--- config.mk ---
export PLATFORM = sky130hd
export DESIGN_NAME = spawn_ctrl
export DESIGN_NICKNAME = d
export VERILOG_FILES = /design/src/rtl/spawn_pkg.sv /design/src/rtl/spawn_slot.sv /design/src/rtl/spawn_ctrl.sv
export SDC_FILE = /design/constraint.sdc
export NUM_CORES = 1
export LEC_CHECK = 0
export CELL_PAD_IN_SITES_DETAIL_PLACEMENT = 1
export CELL_PAD_IN_SITES_GLOBAL_PLACEMENT = 1
export CORE_UTILIZATION = 45
export CTS_CLUSTER_DIAMETER = 40
export DETAILED_ROUTE_END_ITERATION = 8
export PLACE_DENSITY_LB_ADDON = 0.3
export REMOVE_ABC_BUFFERS = 1
export SETUP_SLACK_MARGIN = 0.05
export SLEW_MARGIN = 20
export SYNTH_ARGS = -nofsm -noshare
export SYNTH_HDL_FRONTEND = slang
export SYNTH_SLANG_ARGS = --single-unit
--- constraint.sdc ---
create_clock -name clk -period 5.4 [get_ports clk]
set_input_delay 1.62 -clock clk [delete_from_list [all_inputs] [get_ports clk]]
set_output_delay 1.62 -clock clk [all_outputs]
set_load 0.1 [all_outputs]
--- src/rtl/spawn_pkg.sv ---
// Shared types and default constants for the spawn controller and its slots.
package spawn_pkg;

  typedef enum logic {
    READY = 1'b0,
    COOL  = 1'b1
  } cool_state_e;

  localparam int DEF_N_SLOTS  = 4;
  localparam int DEF_DATA_W   = 8;
  localparam int DEF_LIFE_W   = 10;
  localparam int DEF_LIFETIME = 600;
  localparam int DEF_COOLDOWN = 30;

  function automatic logic [7:0] sat_inc8(input logic [7:0] value);
    if (value == 8'hFF) begin
      return 8'hFF;
    end else begin
      return value + 8'd1;
    end
  endfunction

endpackage

--- src/rtl/spawn_slot.sv ---
// One spawn slot: occupancy flag, stored type and a lifetime counter that
// counts down on frame ticks.
module spawn_slot
  import spawn_pkg::*;
#(
  parameter int DATA_W   = DEF_DATA_W,
  parameter int LIFE_W   = DEF_LIFE_W,
  parameter int LIFETIME = DEF_LIFETIME
) (
  input  logic              clk,
  input  logic              rst_n,
  input  logic              load,
  input  logic [DATA_W-1:0] data,
  input  logic              tick,
  input  logic              kill,
  input  logic              clear,
  output logic              active,
  output logic [DATA_W-1:0] slot_type
);

  logic              active_r;
  logic [DATA_W-1:0] type_r;
  logic [LIFE_W-1:0] life_r;

  // Slot state: load only ever targets a free slot, so it cannot pre-empt a kill of a live object.
  always_ff @(posedge clk or negedge rst_n) begin
    if (!rst_n) begin
      active_r <= 1'b0;
      type_r   <= {DATA_W{1'b0}};
      life_r   <= {LIFE_W{1'b0}};
    end else if (clear) begin
      active_r <= 1'b0;
      type_r   <= {DATA_W{1'b0}};
      life_r   <= {LIFE_W{1'b0}};
    end else if (load) begin
      active_r <= 1'b1;
      type_r   <= data;
      life_r   <= LIFE_W'(LIFETIME);
    end else if (kill) begin
      active_r <= 1'b0;
      type_r   <= {DATA_W{1'b0}};
      life_r   <= {LIFE_W{1'b0}};
    end else if (tick && active_r) begin
      if (life_r <= LIFE_W'(1)) begin
        active_r <= 1'b0;
        type_r   <= {DATA_W{1'b0}};
        life_r   <= {LIFE_W{1'b0}};
      end else begin
        life_r <= life_r - LIFE_W'(1);
      end
    end else begin
      life_r <= life_r;
    end
  end

  assign active    = active_r;
  assign slot_type = type_r;

endmodule

--- src/rtl/spawn_ctrl.sv ---
// Spawn controller: allocates requests to the lowest free slot, enforces a
// post-spawn cooldown and counts rejected requests.
module spawn_ctrl
  import spawn_pkg::*;
#(
  parameter int N_SLOTS  = DEF_N_SLOTS,
  parameter int DATA_W   = DEF_DATA_W,
  parameter int LIFE_W   = DEF_LIFE_W,
  parameter int LIFETIME = DEF_LIFETIME,
  parameter int COOLDOWN = DEF_COOLDOWN
) (
  input  logic                      clk,
  input  logic                      rst_n,
  input  logic                      data_valid,
  input  logic [DATA_W-1:0]         data,
  input  logic                      tick,
  input  logic [N_SLOTS-1:0]        despawn,
  input  logic                      clear,
  output logic [N_SLOTS-1:0]        active,
  output logic [N_SLOTS*DATA_W-1:0] slot_type,
  output logic                      spawned,
  output logic                      dropped,
  output logic [7:0]                drop_cnt
);

  localparam int COOL_W = (COOLDOWN > 0) ? $clog2(COOLDOWN + 1) : 1;

  logic [N_SLOTS-1:0] active_s;
  logic [N_SLOTS-1:0] free_s;
  logic [N_SLOTS-1:0] grant_s;
  logic [N_SLOTS-1:0] load_s;
  logic               req_s;
  logic               accept_s;
  logic               reject_s;

  cool_state_e        state_r;
  logic [COOL_W-1:0]  cool_r;
  logic               spawned_r;
  logic               dropped_r;
  logic [7:0]         drop_cnt_r;

  // Request qualification and lowest-index free-slot priority encoder.
  always_comb begin
    req_s    = data_valid && (data != {DATA_W{1'b0}}) && !clear;
    free_s   = ~active_s;
    grant_s  = free_s & (~free_s + N_SLOTS'(1'b1));
    accept_s = req_s && (|free_s) && (state_r == READY);
    reject_s = req_s && !accept_s;
    if (accept_s) begin
      load_s = grant_s;
    end else begin
      load_s = {N_SLOTS{1'b0}};
    end
  end

  for (genvar g = 0; g < N_SLOTS; g++) begin : g_slot
    spawn_slot #(
      .DATA_W  (DATA_W),
      .LIFE_W  (LIFE_W),
      .LIFETIME(LIFETIME)
    ) u_slot (
      .clk      (clk),
      .rst_n    (rst_n),
      .load     (load_s[g]),
      .data     (data),
      .tick     (tick),
      .kill     (despawn[g]),
      .clear    (clear),
      .active   (active_s[g]),
      .slot_type(slot_type[g*DATA_W +: DATA_W])
    );
  end

  // Cooldown FSM plus registered accept/reject pulses and the drop counter.
  always_ff @(posedge clk or negedge rst_n) begin
    if (!rst_n) begin
      state_r    <= READY;
      cool_r     <= {COOL_W{1'b0}};
      spawned_r  <= 1'b0;
      dropped_r  <= 1'b0;
      drop_cnt_r <= 8'd0;
    end else begin
      spawned_r <= accept_s;
      dropped_r <= reject_s;
      if (reject_s) begin
        drop_cnt_r <= sat_inc8(drop_cnt_r);
      end
      if (clear) begin
        state_r <= READY;
        cool_r  <= {COOL_W{1'b0}};
      end else begin
        case (state_r)
          READY: begin
            if (accept_s && (COOLDOWN != 0)) begin
              state_r <= COOL;
              cool_r  <= COOL_W'(COOLDOWN);
            end
          end
          COOL: begin
            if (tick) begin
              if (cool_r <= COOL_W'(1)) begin
                state_r <= READY;
                cool_r  <= {COOL_W{1'b0}};
              end else begin
                cool_r <= cool_r - COOL_W'(1);
              end
            end
          end
          default: begin
            state_r <= READY;
            cool_r  <= {COOL_W{1'b0}};
          end
        endcase
      end
    end
  end

  assign active   = active_s;
  assign spawned  = spawned_r;
  assign dropped  = dropped_r;
  assign drop_cnt = drop_cnt_r;

endmodule

[After elaboration in Yosys (flattened, before gate mapping)]
Cells that the tools add are included.
Storage, ports and cells
  register bits: 92
  output and inout port bits: 46
Cells by class
  multiplexer cells: 72
  $add $sub $neg: 7
  equal/unequal tests: 3
  order comparisons: 5
  reduce and logical (&&, ||, !) cells: 26
  bitwise gates (word level): 4
Operators with widths (count)
  $mux 10: 20
  $mux 8: 21
  $le 10x1->1 const B: 4
  $sub 10x1->10 const B: 4
  $reduce_bool 4->1: 8
  $mux 1: 24
  $mux 5: 4
  $pmux 5 s2: 1
  $reduce_and 2->1: 5
  $logic_and 1x1->1: 9
  $add 8x1->8 const B: 1
  $eq 8x8->1 const B: 1
  $not 4->4: 2
  $reduce_bool 8->1: 1
  $ne 3x3->1 const B: 2
  $le 5x1->1 const B: 1
  $sub 5x1->5 const B: 1
  $add 4x1->4 const B: 1
  $and 4x4->4: 1
  $mux 4: 1
  $reduce_or 4->1: 1
  $logic_not 1->1: 2
  $pmux 1 s2: 1
  $not 1->1: 1

[Logic depth before layout (Yosys ltp)]
Gate-level depths: netlist of run 1.
  depth in word-level cells: 8
  gate-level depth with buffers: 8
  gate-level depth less buffers: 6

[By module]
From an unflattened synthesis of run 1, not the netlist that was laid out.
Second synthesis, totals
  cells, all modules: 453
  area total of the unflattened synthesis: 4817.1 um^2
Modules (own cells, without submodules)
  spawn_slot (g_slot[0].u_slot ...): times used 3, area an instance 988.4 um^2, cells an instance 89
  spawn_slot (g_slot[3].u_slot): times used 1, area an instance 957.2 um^2, cells an instance 91
  spawn_ctrl: times used 1, area an instance 894.6 um^2, cells an instance 95

[Worst setup path after synthesis of run 1]
Ideal clock, no wire load.
  path kind: input-to-reg
  start point: input data[1]
  end point: register g_slot[0].u_slot.type_r[0]
  path buffers: 2
  stages: 6
  setup slack: 2.244 ns
  data required time: 5.320 ns
  setup time: 0.080 ns
  data arrival time: 3.077 ns
  path through: or4_1 clkbuf_1 o21ai_2 or3_1 buf_2 mux2i_1
Between the ends
  cells in the longest elaborated chain, start to end: 8
  elaborated cells on any way between the ends: 11
  classes of those cells: 3 x mux; 8 x reduce/logical
RTL lines
  start: declaration: line spawn_ctrl.sv:15  | input logic [DATA_W-1:0] data,
  $reduce_bool 8->1 (*): line spawn_ctrl.sv:44  | req_s = data_valid && (data != {DATA_W{1'b0}}) && !clear;
  $logic_and 1x1->1 (*) (2 in a row): line spawn_ctrl.sv:44
  $logic_and 1x1->1 (*) (2 in a row): line spawn_ctrl.sv:47  | accept_s = req_s && (|free_s) && (state_r == READY);
  $mux 4 (*): line spawn_ctrl.sv:49  | if (accept_s) begin
  $reduce_bool 4->1 (no line) / $mux 8 (equally long branches)
  $reduce_and 2->1 (no line) / $mux 8 (equally long branches)
  end signal: assignment: line spawn_slot.sv:37  | type_r <= data;
  end signal: assignment: line spawn_slot.sv:41  | type_r <= {DATA_W{1'b0}};
  end signal: assignment: line spawn_slot.sv:46  | type_r <= {DATA_W{1'b0}};
  end: declaration: line spawn_slot.sv:22  | logic [DATA_W-1:0] type_r;
Mark *: on every way between the ends. The rest lies on a longest branch, timed or not.
A chain may end at the register's enable or synchronous reset.

[Final worst setup path of run 1]
  start point: input data[1]
  end point: register g_slot[2].u_slot.type_r[0]
Between the ends
  cells in the longest elaborated chain, start to end: 8
  elaborated cells on any way between the ends: 11
  classes of those cells: 3 x mux; 8 x reduce/logical
RTL lines (line)
  $reduce_bool 8->1 (*): spawn_ctrl.sv:44
  $logic_and 1x1->1 (*) (2 in a row): spawn_ctrl.sv:44
  $logic_and 1x1->1 (*) (2 in a row): spawn_ctrl.sv:47
  $mux 4 (*): spawn_ctrl.sv:49
  $reduce_bool 4->1 (no line) / $mux 8 (equally long branches)
  $reduce_and 2->1 (no line) / $mux 8 (equally long branches)
  end signal: assignment: spawn_slot.sv:37
  end signal: assignment: spawn_slot.sv:41
  end signal: assignment: spawn_slot.sv:46
  end: declaration: spawn_slot.sv:22
Marks and branches as above.

==> results of run 1 <==
[power by group]
part | internal (uW) | switching (uW) | total, uW
Combinational | 270 | 550 | 820
Sequential | 773 | 125 | 899
Clock | 311 | 267 | 578
[final timing paths]
kind	slack, ns	endpoint	start
max in group asynchronous	3.17	g_slot[3].u_slot.life_r[5]$_DFFE_PN0P_	rst_n
min in group asynchronous	1.34	g_slot[2].u_slot.life_r[4]$_DFFE_PN0P_	rst_n
worst max-delay path	1.55	g_slot[2].u_slot.slot_type[0]$_DFFE_PN0P_	data[1]
worst min register to register	0.53	g_slot[2].u_slot.slot_type[5]$_DFFE_PN0P_	g_slot[2].u_slot.slot_type[5]$_DFFE_PN0P_
worst max register to register	2.71	g_slot[1].u_slot.slot_type[3]$_DFFE_PN0P_	g_slot[1].u_slot.life_r[6]$_DFFE_PN0P_
worst min-delay path	0.53	g_slot[2].u_slot.slot_type[5]$_DFFE_PN0P_	g_slot[2].u_slot.slot_type[5]$_DFFE_PN0P_
[cell usage after synthesis (9+ instances only)]
cell      number  area (um2)
dfrtp_1       92        2302
nand2_1       44       165.2
nor2_1        35       131.4
inv_1         27       101.4
nand3_1       22       110.1
a21oi_1       19       95.09
o22ai_1       18       112.6
nor3_1        16       80.08
o21ai_0       15       75.07
clkbuf_1      11       41.29
ha_1          11       137.6
or4_1         10       75.07
mux2i_1        9       90.09
nor4_1         9       56.30
[per-stage QoR]
stage / power, uW / cell area, um2 / util
2_1_floorplan: 1458 / 4763 / -
3_3_place_gp: 1654 / 5604 / 0.5356
3_5_place_dp: 1700 / 5604 / 0.5356
4_1_cts: 2285 / 5852 / 0.5593
5_1_grt: 2405 / 5863 / 0.5604
6_report: 2297 / 5863 / 0.5604
[state kept, by name (all words and copies together), names as in the netlist]
register	cells
g_slot.u_slot.life_r	40
g_slot.u_slot.slot_type	32
drop_cnt	8
cool_r	5
g_slot.u_slot.active	4
dropped	1
spawned	1
state_r	1
[layer usage]
metal  track usage  up-vias  wire length (um)
li1              -     2030                 -
met1        0.3746     2253              6768
met2        0.4675      111              7357
met3       0.04353       28               532
met4        0.1321        0               443
met5             0        -                 0
[cell type report]
class	instances	area [um2]
well taps	136	170.2
flip-flops and latches	92	2302
fillers	1198	4599
multi-input cells	362	2371
clock inverters	7	123.9
inverters	27	101.3
clock buffers	9	123.9
repair buffers	69	670.6
[cells by family after synthesis]
| kind of cell | share of synthesized area |
|---|---|
| buffers and inverters | 0.04973 |
| flip-flops | 0.4693 |
| adder cells (fa/ha/maj) | 0.02805 |
| AND/OR/NAND/NOR | 0.2030 |
| multiplexers | 0.02525 |
| AO/OA/AOI/OAI | 0.2247 |
==> summary.txt, run 1 <==
Status
  – Status: completed

Route
  – DRC violations left: 0
  – DR WL/cell: 21.51 um
  – Initial drt markers: 217
  – Final antenna-violating net count: 0
  – Vias/cell: 6.299
  – Drt total wl: 15100 um
  – Via count: 4422
  – Drt first pass iters: 4

CTS
  – Skew-Pair Late Insertion Delay: between 0.3 and 0.4 ns
  – CTS Buf Count: 9
  – Hold Buf Count CTS: 0
  – Longest Clk Path Bufs: 2
  – Root Buffer: clkbuf_8
  – Post-CTS Setup Inserts: 0
  – CTS HTree Levels: 3
  – Clock slew at reported path FFs: 0.09 ns
  – TritonCTS clock tree: yes
  – Clock sink count: 92
  – Post-CTS sizing: 0

Setup path
  – WS Path Type: primary input to flop
  – Critical path's top delay family: compound AO/OA/AOI/OAI gates
  – WP data required: 5.71 ns
  – Crit-path max FO: 12
  – WP data arrival: between 4 and 5 ns
  – CP bufs+invs: 1
  – List of cells traversed by the critical path: clkdlybuf4s50_1 -> or4_1 -> o21ai_1 -> o41a_1 -> a22o_1
  – Worst path depth: 5
  – CP peak stage delay: 0.71 ns
  – Reg2Reg Depth: 4
  – Setup crit start kind: primary input
  – Crit end category: flop
  – Crit-path slowest cell: or4_1

Placement
  – Dpl ws: ~1.2 ns
  – Count of input and output buffers: 62
  – Hpwl dp: between 10000 and 15000 um
  – Gpl congestion: 0.8294
  – Cell count after placement: 686

Worst hold path
  – HP Class: flop to flop
  – Hold depth: 1

Layout
  – Fin nets: 589
  – Non-filler cells, final: 702
  – Area grow syn2layout: 19.51%
  – Inserted Diodes: 0
  – Share of cells above drive strength 1: 0.08304
  – Commonest non-fill, non-tap cell in the layout: dfrtp_1
  – Highest-count cells in the layout ignoring fill and taps: 92 x dfrtp_1, 61 x clkdlybuf4s50_1, 44 x nand2_1

Floorplanning
  – IO Count: 63
  – Core box area: 10460 um2
  – Rows: 37
  – Die ar.: 11320 um2
  – Die Ht: approximately 110 um
  – Die Width: around 110 um
  – Initial Util: 0.4689

Timing
  – Final period util: 0.7124
  – Skew final: roughly 0.01 ns
  – Actual slew at the worst max-slew pin: 1.034 ns
  – Worst slew margin: 0.3084
  – Min cycle time layout: 3.847 ns
  – Final hold slack: between 0.5 and 0.6 ns
  – Final WS setup: approximately 1.6 ns
  – RSZ-0062 raised after global routing: false
  – Fmax: 259.9 MHz
  – Final setup violation count: 0
  – Final hold vios: 0
  – Final Max Tran Viols: 0
  – Setup tns final: 0 ns

Logic synthesis
  – Syn_area_per_cell: between 9 and 10 um2
  – Seq/Total Area, Yosys: 0.4693
  – Synthesized netlist cell count: approximately 500
  – Register bit total from synthesis: 92
  – Top_reg_cell synth: dfrtp_1
  – Post-synth EDFFs: 0
  – Asr flop ratio synth: 1.000
  – Synth cell types: 67
  – Syn. warnings: 0
  – Synthesized cell area: 4906 um2

Global route
  – Vias in the first global route: 4697
  – Largest net degree at the start of global routing: 67
  – Initial antenna violation count: 0
  – Gr usage total: 0.2862
  – Wire length of the first global-routing pass: between 20000 and 30000 um
  – GRT overflow: 0

Power and ir drop
  – Leakage: 0.002590 uW
  – VDD IR-drop max: 0.0003160 V
  – Power per cell area: 391.7 nW/um2

Run
  – Max cap viols: 0
Note: power is estimated with default switching activity, not from simulation.
==> run 2, diff against run 1 <==
--- a/config.mk
+++ b/config.mk
@@ -7,7 +7,7 @@
 export LEC_CHECK = 0
 export CELL_PAD_IN_SITES_DETAIL_PLACEMENT = 1
 export CELL_PAD_IN_SITES_GLOBAL_PLACEMENT = 1
-export CORE_UTILIZATION = 45
+export CORE_UTILIZATION = 43
 export CTS_CLUSTER_DIAMETER = 40
 export DETAILED_ROUTE_END_ITERATION = 8
 export PLACE_DENSITY_LB_ADDON = 0.3
==> constraint.sdc (replaced) <==
create_clock -name clk -period 3.9 [get_ports clk]
set_input_delay 1.17 -clock clk [delete_from_list [all_inputs] [get_ports clk]]
set_output_delay 1.17 -clock clk [all_outputs]
set_load 0.1 [all_outputs]
==> summary.txt, run 2 (same netlist as run 1, synthesis figures left out) <==
Status
  – Status: completed

CTS
  – Post-CTS sizing: 0 (unchanged)
  – Hold Buf Count CTS: 0 (unchanged)
  – Longest Clk Path Bufs: 2 (unchanged)
  – Clock sink count: 92 (unchanged)
  – Post-CTS Setup Inserts: 0 (unchanged)
  – Clock slew at reported path FFs: 0.06 ns (-0.03 ns)
  – CTS Buf Count: 9 (unchanged)
  – CTS HTree Levels: 3 (unchanged)
  – Skew-Pair Late Insertion Delay: 0.35 ns (-0.03 ns)
  – TritonCTS clock tree: yes
  – Root Buffer: clkbuf_16

Global route
  – GRT overflow: 0 (unchanged)
  – Initial antenna violation count: 0 (unchanged)
  – Vias in the first global route: 4679 (-0.38%)
  – Gr usage total: 0.2742 (-0.01209)
  – Wire length of the first global-routing pass: 24610 um (-2.2%)
  – Largest net degree at the start of global routing: 52 (-22%)

Floorplanning
  – Rows: 38 (+2.7%)
  – Initial Util: 0.4467 (-0.02222)
  – Core box area: 10980 um2 (+5.0%)
  – Die Width: 108.8 um (+2.3%)
  – Die Ht: 108.8 um (+2.3%)
  – IO Count: 63 (unchanged)
  – Die ar.: 11840 um2 (+4.6%)

Timing
  – Min cycle time layout: 3.157 ns
  – Final setup violation count: 0 (unchanged)
  – Skew final: 0.005850 ns (-0.004427 ns)
  – Worst slew margin: 0.3473 (+0.03898)
  – Final hold vios: 0 (unchanged)
  – Final period util: 0.8094
  – Setup tns final: 0 ns (unchanged)
  – RSZ-0062 raised after global routing: false
  – Actual slew at the worst max-slew pin: 0.9759 ns (-0.05830 ns)
  – Final WS setup: 0.7432 ns (-0.8098 ns)
  – Fmax: 316.8 MHz
  – Final Max Tran Viols: 0 (unchanged)

Route
  – Via count: 4523 (+2.3%)
  – Vias/cell: 6.308 (+0.14%)
  – Drt total wl: 14900 um (-1.3%)
  – Drt first pass iters: 4 (unchanged)
  – DRC violations left: 0 (unchanged)
  – Initial drt markers: 223 (+2.8%)
  – Final antenna-violating net count: 0 (unchanged)
  – DR WL/cell: 20.78 um (-3.4%)

Layout
  – Fillers: 1229 (+2.6%)
  – Most flops, register: g_slot.u_slot.life_r
  – Reg area: 2302 um2 (unchanged)
  – Inserted Diodes: 0 (unchanged)
  – Share of cells above drive strength 1: 0.1490 (+0.06601)
  – Area grow syn2layout: 21.01%
  – Multi-input gate area: 2360 um2 (-0.47%)
  – Number of flip-flops in the largest register: 40 (unchanged)
  – Commonest non-fill, non-tap cell in the layout: dfrtp_1
  – Fin nets: 600 (+1.9%)
  – Non-filler cells, final: 717 (+2.1%)
  – Highest-count cells in the layout ignoring fill and taps: 92 x dfrtp_1, 49 x buf_4, 44 x nand2_1

Placement
  – Gpl congestion: 0.8207 (-1.0%)
  – Cell count after placement: 701 (+2.2%)
  – Dpl ws: 0.3815 ns (-0.8535 ns)
  – Count of input and output buffers: 62 (unchanged)
  – Hpwl dp: 10660 um (+1.0%)

Setup path
  – Crit-path max FO: 11 (-1)
  – Setup crit start kind: primary input
  – Crit-path slowest cell: or4_1
  – Flop-to-flop setup slack: 1.42 ns (-1.29 ns)
  – CP bufs+invs: 1 (unchanged)
  – Critical path's top delay family: simple AND/OR/NAND/NOR gates
  – CP peak stage delay: 0.68 ns (-0.03 ns)
  – List of cells traversed by the critical path: clkdlybuf4s50_1 -> or4_1 -> o21ai_2 -> or3_1 -> mux2i_1
  – WS Path Type: primary input to flop
  – WP data arrival: 3.42 ns (-0.73 ns)
  – Crit end category: flop
  – WP data required: 4.16 ns (-1.55 ns)

Power and ir drop
  – VDD IR-drop max: 0.0005235 V (+66%)
  – Leakage: 0.002730 uW (+5.4%)
  – Total power: 3296 uW (+44%)
  – Power per cell area: 555.2 nW/um2 (+42%)

Run
  – Max cap viols: 0 (unchanged)

Worst hold path
  – HP Class: flop to flop
==> run 2: cell types whose count changed in the layout (fill, tap and decap cells not counted), moves of 3 or more <==
cell,change
buf_4,+41
clkdlybuf4s50_1,-31
clkbuf_16,+9
clkbuf_8,-9
clkbuf_1,+3
==> run 2: power breakdown <==
group	leakage, uW	internal (uW)	total [uW]	switching [uW]
clock	0.000151	562	928	365
combinational	0.00133	373	1130	754
sequential	0.00125	1070	1240	169
total	0.00273	2010	3300	1290
==> run 2: worst register-to-register path: stages, from the launching register on <==
cell and delay (ns):
dfrtp_1 0.41, or4_1 0.57, o41ai_2 0.70, buf_4 0.27
o21ai_2 0.06, a221o_1 0.34
==> run 2: layer usage <==
layer  GRT usage  part of all wire  routed length, um  up-vias
li1            -                 -                  -     2061
met1      0.3584              0.44               6579     2307
met2      0.4467              0.48               7204      125
met3     0.05021             0.046                689       30
met4      0.1149             0.029                426        0
met5           0                 0                  0        -
==> run 2: final cells by class <==
cell class / count / share of cell area
Timing Repair Buffer: 80 / 0.1159
Tap cell: 140 / 0.02950
Sequential cell: 92 / 0.3878
Clock buffer: 12 / 0.03983
Multi-Input combinational cell: 362 / 0.3975
Clock inverter: 4 / 0.01243
Inverter: 27 / 0.01707
==> run 2: worst paths after layout <==
check	start	end	cells past startpoint
max	data[0]	g_slot[0].u_slot.slot_type[6]$_DFFE_PN0P_	5
min	g_slot[2].u_slot.slot_type[7]$_DFFE_PN0P_	g_slot[2].u_slot.slot_type[7]$_DFFE_PN0P_	1
max reg2reg	g_slot[3].u_slot.life_r[6]$_DFFE_PN0P_	g_slot[3].u_slot.life_r[6]$_DFFE_PN0P_	5
min reg2reg	g_slot[2].u_slot.slot_type[7]$_DFFE_PN0P_	g_slot[2].u_slot.slot_type[7]$_DFFE_PN0P_	1
max in group asynchronous	rst_n	g_slot[2].u_slot.slot_type[4]$_DFFE_PN0P_	2
min in group asynchronous	rst_n	g_slot[2].u_slot.life_r[4]$_DFFE_PN0P_	1
==> run 2: per-stage QoR <==
step,hold WS [ns],cell area [um2],util
floorplan,0.5164,4763,-
global placement,0.4851,5627,0.5123
detailed placement,0.4802,5627,0.5123
CTS,0.5032,5937,0.5406
global route,0.5252,5937,0.5406
finish,0.5004,5937,0.5406
==> run 3, diff against run 2 <==
--- a/config.mk
+++ b/config.mk
@@ -7,7 +7,7 @@
 export LEC_CHECK = 0
 export CELL_PAD_IN_SITES_DETAIL_PLACEMENT = 1
 export CELL_PAD_IN_SITES_GLOBAL_PLACEMENT = 1
-export CORE_UTILIZATION = 43
+export CORE_UTILIZATION = 39
 export CTS_CLUSTER_DIAMETER = 40
 export DETAILED_ROUTE_END_ITERATION = 8
 export PLACE_DENSITY_LB_ADDON = 0.3
==> constraint.sdc (replaced) <==
create_clock -name clk -period 2.6 [get_ports clk]
set_input_delay 0.78 -clock clk [delete_from_list [all_inputs] [get_ports clk]]
set_output_delay 0.78 -clock clk [all_outputs]
set_load 0.1 [all_outputs]
==> summary.txt, run 3 (same netlist as run 1, synthesis figures left out) <==
Layout
  – Commonest non-fill, non-tap cell in the layout: buf_4
  – Highest-count cells in the layout ignoring fill and taps: 104 x buf_4, 92 x dfrtp_1, 44 x nand2_1
  – Most flops, register: g_slot.u_slot.life_r
  – Inserted Diodes: 0 (unchanged)
  – Fillers: 1427 (+16%)
  – Area grow syn2layout: 28.39%
  – Non-filler cells, final: 788 (+9.9%)
  – Fin nets: 643 (+7.2%)
  – Final instance area: 6299 um2 (+6.1%)
  – Number of flip-flops in the largest register: 40 (unchanged)
  – Share of cells above drive strength 1: 0.2403 (+0.09128)

Timing
  – Worst slew margin: 0.5450 (+0.1976)
  – Final period util: 0.9377
  – Final setup violation count: 0 (unchanged)
  – Final Max Tran Viols: 0 (unchanged)
  – Min cycle time layout: 2.438 ns
  – Final hold vios: 0 (unchanged)
  – RSZ-0062 raised after global routing: false
  – Final hold slack: 0.3872 ns (-0.1131 ns)
  – Actual slew at the worst max-slew pin: 0.6763 ns (-0.2996 ns)
  – Final WS setup: 0.1619 ns (-0.5813 ns)
  – Skew final: 0.008532 ns (+0.002682 ns)
  – Fmax: 410.2 MHz

CTS
  – Clock slew at reported path FFs: 0.07 ns (about the same)
  – CTS Buf Count: 9 (unchanged)
  – Clock sink count: 92 (unchanged)
  – Post-CTS sizing: 0 (unchanged)
  – CTS HTree Levels: 3 (unchanged)
  – Longest Clk Path Bufs: 2 (unchanged)
  – Post-CTS Setup Inserts: 0 (unchanged)
  – Hold Buf Count CTS: 0 (unchanged)
  – TritonCTS clock tree: yes
  – Skew-Pair Late Insertion Delay: 0.35 ns (about the same)
  – Root Buffer: clkbuf_16

Floorplanning
  – Die ar.: 13030 um2 (+10%)
  – Die Ht: 114.2 um (+4.9%)
  – Rows: 40 (+5.3%)
  – IO Count: 63 (unchanged)
  – Initial Util: 0.4051 (-0.04162)
  – Die Width: 114.2 um (+4.9%)
  – Core box area: 12110 um2 (+10%)

Global route
  – GRT overflow: 0 (unchanged)
  – Largest net degree at the start of global routing: 40 (-23%)
  – Gr usage total: 0.2457 (-0.02846)
  – Wire length of the first global-routing pass: 24870 um (+1.1%)
  – Initial antenna violation count: 0 (unchanged)
  – Vias in the first global route: 4776 (+2.1%)

Route
  – Drt total wl: 15140 um (+1.6%)
  – DR WL/cell: 19.21 um (-7.6%)
  – DRC violations left: 0 (unchanged)
  – Drt first pass iters: 4 (unchanged)
  – Via count: 4665 (+3.1%)
  – Vias/cell: 5.920 (-6.2%)
  – Final antenna-violating net count: 0 (unchanged)
  – Initial drt markers: 308 (+38%)

Setup path
  – List of cells traversed by the critical path: clkdlybuf4s50_1 -> or4_4 -> buf_4 -> o211ai_2 -> a221oi_1 -> a211o_1
  – Crit-path max FO: 5 (-6)
  – Crit-path slowest cell: or4_4
  – WP data arrival: 2.67 ns (-0.75 ns)
  – WS Path Type: primary input to flop
  – Crit end category: flop
  – WP data required: 2.84 ns (-1.32 ns)
  – Setup crit start kind: primary input
  – CP peak stage delay: 0.59 ns (-0.09 ns)

Power and ir drop
  – VDD IR-drop max: 0.001025 V (+96%)
  – Internal power consumption: 2980 uW (+48%)
  – Seq pwr share: 0.376 (about the same)
  – Clk pwr share: 0.275 (-0.006)
  – Power per cell area: 790.3 nW/um2 (+42%)
  – Leakage: 0.002981 uW (+9.2%)
  – NetSw: 1998 uW (+55%)
  – Sw frac: 0.4013 (+0.01049)
  – Gate power share: 0.350 (+0.008)

Placement
  – Dpl ws: -0.3011 ns (-0.6826 ns)
  – Hpwl dp: 11220 um (+5.2%)
  – Cell count after placement: 772 (+10%)
  – Placed inst area: 5984 um2 (+6.4%)
  – Gpl congestion: 0.8453 (+3.0%)
  – Count of input and output buffers: 62 (unchanged)

Run
  – Max cap viols: 0 (unchanged)

Status
  – Status: completed

Worst hold path
  – HP Class: primary input to async pin
-- run 3: layout make-up --
cell class                 instances  area [um2]  area share
clock buffer                       9       225.2     0.03576
clock inverter                     7       81.33     0.01291
inverter                          27       101.3     0.01609
multi-input combinational        362        2367      0.3758
sequential                        92        2302      0.3655
tap                              168       210.2     0.03337
timing repair buffer             123        1011      0.1605
-- run 3: per-stage QoR --
step | utilization | TNS [ns] | total power (uW)
2_1_floorplan | - | 0 | 3029
3_3_place_gp | 0.4941 | -11.86 | 3521
3_5_place_dp | 0.4941 | -14.63 | 3608
4_1_cts | 0.5194 | 0 | 5004
5_1_grt | 0.5200 | 0 | 5243
6_report | 0.5200 | 0 | 4977
-- run 3: layer usage --
layer  part of all wire  GRT usage  wire length [um]
met1               0.44     0.3104              6647
met4              0.022     0.1056               329
met3              0.036    0.04129               544
met5                  0          0                 0
met2               0.50     0.4154              7617
-- run 3: power by group through the flow --
stage	combinational, uW	clock, uW	sequential [uW]
after floorplan	857	0	2170
after detailed placement	1720	0	1890
final	1740	1370	1870
after global routing	1880	1460	1900
after global placement	1660	0	1860
after CTS	1740	1400	1860
-- run 3: path summary, 6_finish.rpt --
kind	end	from	slack, ns	cells past startpoint
max	cool_r[3]$_DFFE_PN0P_	data[1]	0.16	6
min	g_slot[2].u_slot.life_r[4]$_DFFE_PN0P_	rst_n	0.39	1
max reg2reg	g_slot[3].u_slot.slot_type[0]$_DFFE_PN0P_	g_slot[3].u_slot.life_r[6]$_DFFE_PN0P_	0.32	5
min reg2reg	g_slot[2].u_slot.slot_type[5]$_DFFE_PN0P_	g_slot[2].u_slot.slot_type[5]$_DFFE_PN0P_	0.51	1
max in group asynchronous	g_slot[2].u_slot.slot_type[5]$_DFFE_PN0P_	rst_n	1.53	2
min in group clk	g_slot[2].u_slot.slot_type[5]$_DFFE_PN0P_	g_slot[2].u_slot.slot_type[5]$_DFFE_PN0P_	0.51	1
-- run 3: critical path: cells and delay by family --
kind / cells / cell delay, ns
AOI/OAI and AO/OA: 3 / 0.70
buffers and inverters: 2 / 0.59
and+or+nand+nor: 1 / 0.59
